==> config.mk <==
export PLATFORM = sky130hd
export DESIGN_NAME = seg_scan_ctrl
export DESIGN_NICKNAME = d
export VERILOG_FILES = /design/src/rtl/seg_pkg.sv /design/src/rtl/seg.sv /design/src/rtl/seg_scan_ctrl.sv
export SDC_FILE = /design/constraint.sdc
export NUM_CORES = 1
export LEC_CHECK = 0
export BUFFER_PORTS_ARGS = -buffer_cell sky130_fd_sc_hd__buf_4
export CORE_UTILIZATION = 40
export DETAILED_ROUTE_END_ITERATION = 16
export PLACE_DENSITY = 0.55
export SLEW_MARGIN = 40
export SYNTH_ARGS = -nofsm -noshare
export SYNTH_HDL_FRONTEND = slang
export SYNTH_HIERARCHICAL = 1
export SYNTH_SLANG_ARGS = --single-unit
==> constraint.sdc <==
create_clock -name clk -period 4.2 [get_ports clk]
set_clock_uncertainty 0.2 [all_clocks]
set_input_delay 0.42 -clock clk [delete_from_list [all_inputs] [get_ports clk]]
set_output_delay 0.42 -clock clk [all_outputs]
set_load 0.02 [all_outputs]
==> src/rtl/seg_pkg.sv <==
// Shared types for the 7-segment scan controller: digit record, scan states, dark pattern.
// Pure declarations; no logic, no latency.
package seg_pkg;

  localparam logic [6:0] SEG_OFF = 7'h7F;

  typedef struct packed {
    logic       blank;
    logic [3:0] data;
  } digit_t;

  // Prefixed so the state names cannot collide with the GUARD parameter of the top.
  typedef enum logic [1:0] {
    ST_IDLE,
    ST_GUARD,
    ST_SHOW
  } scan_state_t;

endpackage

==> src/rtl/seg.sv <==
// Hex to active-low 7-segment decoder (bit0 = a .. bit6 = g).
// Combinational, zero latency; no backpressure.
module seg
  import seg_pkg::*;
(
  input  logic [3:0] hex,
  output logic [6:0] segs
);

  always_comb begin
    segs = SEG_OFF;
    case (hex)
      4'h0: segs = 7'h40;
      4'h1: segs = 7'h79;
      4'h2: segs = 7'h24;
      4'h3: segs = 7'h30;
      4'h4: segs = 7'h19;
      4'h5: segs = 7'h12;
      4'h6: segs = 7'h02;
      4'h7: segs = 7'h78;
      4'h8: segs = 7'h00;
      4'h9: segs = 7'h10;
      4'hA: segs = 7'h08;
      4'hB: segs = 7'h03;
      4'hC: segs = 7'h46;
      4'hD: segs = 7'h21;
      4'hE: segs = 7'h06;
      4'hF: segs = 7'h0E;
      default: segs = SEG_OFF;
    endcase
  end

endmodule

==> src/rtl/seg_scan_ctrl.sv <==
// Multiplexed scanner for NDIG common-anode digits with shadow/active banks committed on frame wrap.
// Outputs registered (1 cycle after state/idx); wr_ready low while a commit is pending, writes then dropped.
module seg_scan_ctrl
  import seg_pkg::*;
#(
  parameter int NDIG  = 8,
  parameter int DIV   = 50000,
  parameter int GUARD = 16
) (
  input  logic            clk,
  input  logic            rst_n,
  input  logic            en,
  input  logic            wr_en,
  input  logic [2:0]      wr_idx,
  input  logic [3:0]      wr_data,
  input  logic            wr_blank,
  input  logic            wr_commit,
  output logic            wr_ready,
  output logic [6:0]      seg_o,
  output logic [NDIG-1:0] an_o,
  output logic            frame_o
);

  localparam int PW = $clog2(DIV);
  localparam int IW = $clog2(NDIG);
  localparam logic [PW-1:0] PC_LAST    = PW'(DIV - 1);
  localparam logic [PW-1:0] GUARD_LAST = PW'(GUARD - 1);
  localparam logic [IW-1:0] IDX_LAST   = IW'(NDIG - 1);

  scan_state_t   state;
  logic [PW-1:0] pc;
  logic [IW-1:0] idx;
  logic          pending;
  digit_t        shadow [NDIG];
  digit_t        active [NDIG];
  logic [6:0]    dec;

  logic tick, wrap, wr_take, commit_now;

  assign tick       = (state == ST_SHOW) && (pc == PC_LAST);
  assign wrap       = tick && (idx == IDX_LAST);
  assign wr_take    = wr_en && !pending && ({29'd0, wr_idx} < 32'(NDIG));
  // Copy lands on the wrap edge while scanning, or on the first edge spent in IDLE.
  assign commit_now = pending && ((state == ST_IDLE) || (en && wrap));
  assign wr_ready   = !pending;

  seg u_seg (
    .hex  (active[idx].data),
    .segs (dec)
  );

  always_ff @(posedge clk or negedge rst_n) begin
    if (!rst_n) begin
      pending <= 1'b0;
      for (int i = 0; i < NDIG; i++) begin
        shadow[i] <= {1'b1, 4'h0};
        active[i] <= {1'b1, 4'h0};
      end
    end else begin
      if (wr_take) begin
        shadow[wr_idx[IW-1:0]] <= {wr_blank, wr_data};
      end
      if (commit_now) begin
        active  <= shadow;
        pending <= 1'b0;
      end else if (wr_commit && !pending) begin
        pending <= 1'b1;
      end
    end
  end

  always_ff @(posedge clk or negedge rst_n) begin
    if (!rst_n) begin
      state   <= ST_IDLE;
      pc      <= '0;
      idx     <= '0;
      seg_o   <= SEG_OFF;
      an_o    <= '1;
      frame_o <= 1'b0;
    end else begin
      frame_o <= 1'b0;
      an_o    <= '1;
      seg_o   <= SEG_OFF;
      // Gating with en darkens the pins on the same edge that leaves SHOW.
      if (en && (state == ST_SHOW)) begin
        an_o  <= ~({{(NDIG-1){1'b0}}, 1'b1} << idx);
        seg_o <= active[idx].blank ? SEG_OFF : dec;
      end
      if (!en) begin
        state <= ST_IDLE;
        pc    <= '0;
        idx   <= '0;
      end else begin
        case (state)
          ST_IDLE: begin
            state <= ST_GUARD;
            pc    <= '0;
            idx   <= '0;
          end
          ST_GUARD: begin
            pc <= pc + PW'(1);
            if (pc == GUARD_LAST) state <= ST_SHOW;
          end
          ST_SHOW: begin
            if (tick) begin
              state   <= ST_GUARD;
              pc      <= '0;
              idx     <= wrap ? '0 : idx + IW'(1);
              frame_o <= wrap;
            end else begin
              pc <= pc + PW'(1);
            end
          end
          default: state <= ST_IDLE;
        endcase
      end
    end
  end

endmodule

==> reports/results.txt <==
Synthesized flop and latch total = 118
Drt total wl = 14600 µm
Worst-Skew Late Latency = 0.42 ns
Sw Share = 33.9%
CTS tree = yes
Core ar. = 15300 µm²
Final RePlAce weighted congestion = 0.804
Area grow syn2layout = 16.0%
Drt first pass iters = 5
Post-CTS resize count = 0
Iter 0 DRT Violations = 402
Ratio of cells with drive above 1 in the final layout = 25.9%
Part of the power in registers = 36.8%
First-pass GRT wire length = 24400 µm
Top FF cell, synth = dfrtp_1
Worst EP arrival = 3.04 ns
Initial antenna violation count = 0
Root Buffer = clkbuf_16
CTS buffer count = 17
Syn Nets = 652
Critical path data required time = 4.34 ns
Antenna Cells = 0
Synthesized area = 6300 µm²
Die footprint = 16300 µm²
Fin Setup TNS = 0 ns
Final worst-path cycle share = 69.1%
Drt wl/cell = 16.9 µm
Worst setup SP type = flop
Max cap viols = 0
Main area contributors after synthesis = dfrtp_1 (35%), dfstp_2 (13%), mux2_2 (7.5%)
Total GRT Usage = 19.5%
DIE WIDTH = 127 µm
CTS Buffer Depth = 2
CP max FO = 14
Worst vdd ir = 0.369 mV
Avg Inst Size Synth = 10.1 µm²
Vias per cell = 5.43
Maximum clock rate = 345 MHz
Comb pwr share = 33.3%
Post-CTS setup buffers = 0
Crit path kind = flop to flop
Yosys cell types = 51
Initial core utilization = 41.3%
Inst Count DP = 827
Period minus WS final = 2.90 ns
Final Non-Filler Cells = 860
Vias in the first global route = 4545
Post-Syn Instances = 621
Sequential area share after synthesis = 47.5%
Largest net degree at the start of global routing = 76
Worst-Margin Slew = 0.787 ns
CTS Hold Bufs = 1
Post-synth EDFFs = 0
Post-DP HPWL = 9250 µm
Clock tree sinks = 118
RSZ-0062 raised after global routing = no
Max_slew headroom = 47.4%
Async SR Flop Fraction = 100%
Final hold viol count = 0
Worst-path clk slew = 0.06 ns
Cell type with the largest total area after synthesis = dfrtp_1
I/O Pins = 30
Leakage = 2.89 nW
Switching pwr = 1.74 mW
H-tree levels = 4
Status = completed
Synth top area share = 34.6%
Yosys warns = 6
Final routed DRC violation total = 0
Die H = 127 µm
Hold crit path type = primary input to flop
Layout Nets = 667
Filler cells = 1387
Num rows = 45
Final setup viols = 0
Pwr Density = 703 nW/µm²
Total grt overflow = 0
Residual antenna-violating net count after detailed routing = 0
# port buffers = 29
Nature of the critical path endpoint = flop
Final Max Tran Viols = 0
Clock network power share = 29.9%
Via count = 4668
Cell internal pwr = 3.40 mW
==> synth_stat cells, drive strengths merged, types with 3 or more instances <==
cell / n
clkbuf: 30
mux2: 42
buf: 13
dfrtp: 87
nor2: 12
dfstp: 31
nor2b: 41
or3: 5
a31oi: 7
nor3: 3
ha: 18
nand2: 111
a21oi: 9
and4: 4
nand4: 17
nand3: 14
mux4: 11
and3: 4
or2: 8
inv: 20
o211ai: 40
mux2i: 9
o21ai: 52
nor3b: 3
==> final timing paths <==
| check | cells after the start | to | slack, ns | start |
|---|---|---|---|---|
| max | 8 | seg_o[3]$_DFF_PN1_ | 1.30 | idx[1]$_DFFE_PN0P_ |
| min | 2 | pending$_DFFE_PN0P_ | 0.04 | wr_commit |
| max reg2reg | 8 | seg_o[3]$_DFF_PN1_ | 1.30 | idx[1]$_DFFE_PN0P_ |
| min reg2reg | 1 | shadow[0]$_DFFE_PN0P_ | 0.31 | shadow[0]$_DFFE_PN0P_ |
| max in group asynchronous | 3 | active[29]$_DFFE_PN1P_ | 2.63 | rst_n |
| min in group asynchronous | 2 | pc[11]$_DFFE_PN0P_ | 0.40 | rst_n |
==> worst max-delay path, cell delays in order (launching register included) <==
cell     delay [ns]
dfrtp_1        0.77
mux4_2         0.33
nand2_1        0.05
nand2_1        0.22
inv_1          0.14
ha_1           0.30
inv_1          0.05
mux4_1         0.46
or2_2          0.30
==> layout make-up <==
cell class	instances	area, µm²	area share [%]
clock buffer	21	450	6.16
clock inverter	11	173	2.36
inverter	20	75.1	1.03
multi-input combinational	440	3050	41.8
sequential	118	2990	41.0
tap	211	264	3.61
timing repair buffer	39	299	4.09
==> stage by stage <==
step	power, mW	util, %	setup slack, ns	hold slack (ns)	area, µm²
after global routing	5.50	47.9	1.11	0.0190	7310
after detailed placement	3.62	43.7	0.992	0.296	6670
after CTS	5.18	47.9	1.01	0.0238	7310
after global placement	3.55	43.7	1.13	0.289	6670
final	5.14	47.9	1.30	0.0360	7310
after floorplan	3.18	-	1.40	-0.0756	6300
==> registers in the layout, summed over array words and instances, names as in the netlist <==
signal and cells:
active 40, shadow 40, pc 16, an_o 8, seg_o 7, idx 3
state 2, frame_o 1, pending 1
==> cells in the final DEF, fill, tap and decap left out, types with 3 or more instances in the layout <==
master        n
and3_1        4
dfrtp_1      86
mux4_2       10
or2_2         8
mux2_2       42
a21oi_1       8
inv_1        19
and4_1        4
bufinv_16     4
ha_1         18
o21ai_0      50
o211ai_1     40
dfstp_2      31
clkbuf_1      3
nand3_1      14
mux2i_1       9
or3_1         5
clkinvlp_4    4
nand2_1     111
clkbuf_16    17
nor2_1       12
nor2b_1      41
nor3_1        3
a31oi_1       7
nand4_1      17
buf_4        37
==> per-layer routing <==
layer,GRT usage (%),wire length (µm),up-vias
li1,-,-,2239
met1,27.9,7260,2303
met2,28.2,6520,114
met3,5.23,651,12
met4,7.07,144,0
met5,0,0,-
==> power by group through the flow <==
stage                     registers [mW]  clock network, mW  logic (mW)
final                               1.89               1.54        1.71
after global placement              1.89                  0        1.66
after CTS                           1.89               1.57        1.72
after detailed placement            1.91                  0        1.72
after floorplan                     1.82                  0        1.36
after global routing                1.95               1.62        1.93
==> logic make-up (layout without fill, tap and decap cells) <==
group	Yosys count	in the layout	share of synthesized area, %
AOI/OAI and AO/OA	119	119	11.8
xor gates and xnor gates	1	1	0.139
adders and majority gates	18	18	3.58
buffers and inverters	63	91	4.11
DFF	118	118	47.5
muxes	62	62	12.9
and+or+nand+nor	240	240	20.0
Note: power is estimated with default switching activity, not from simulation.
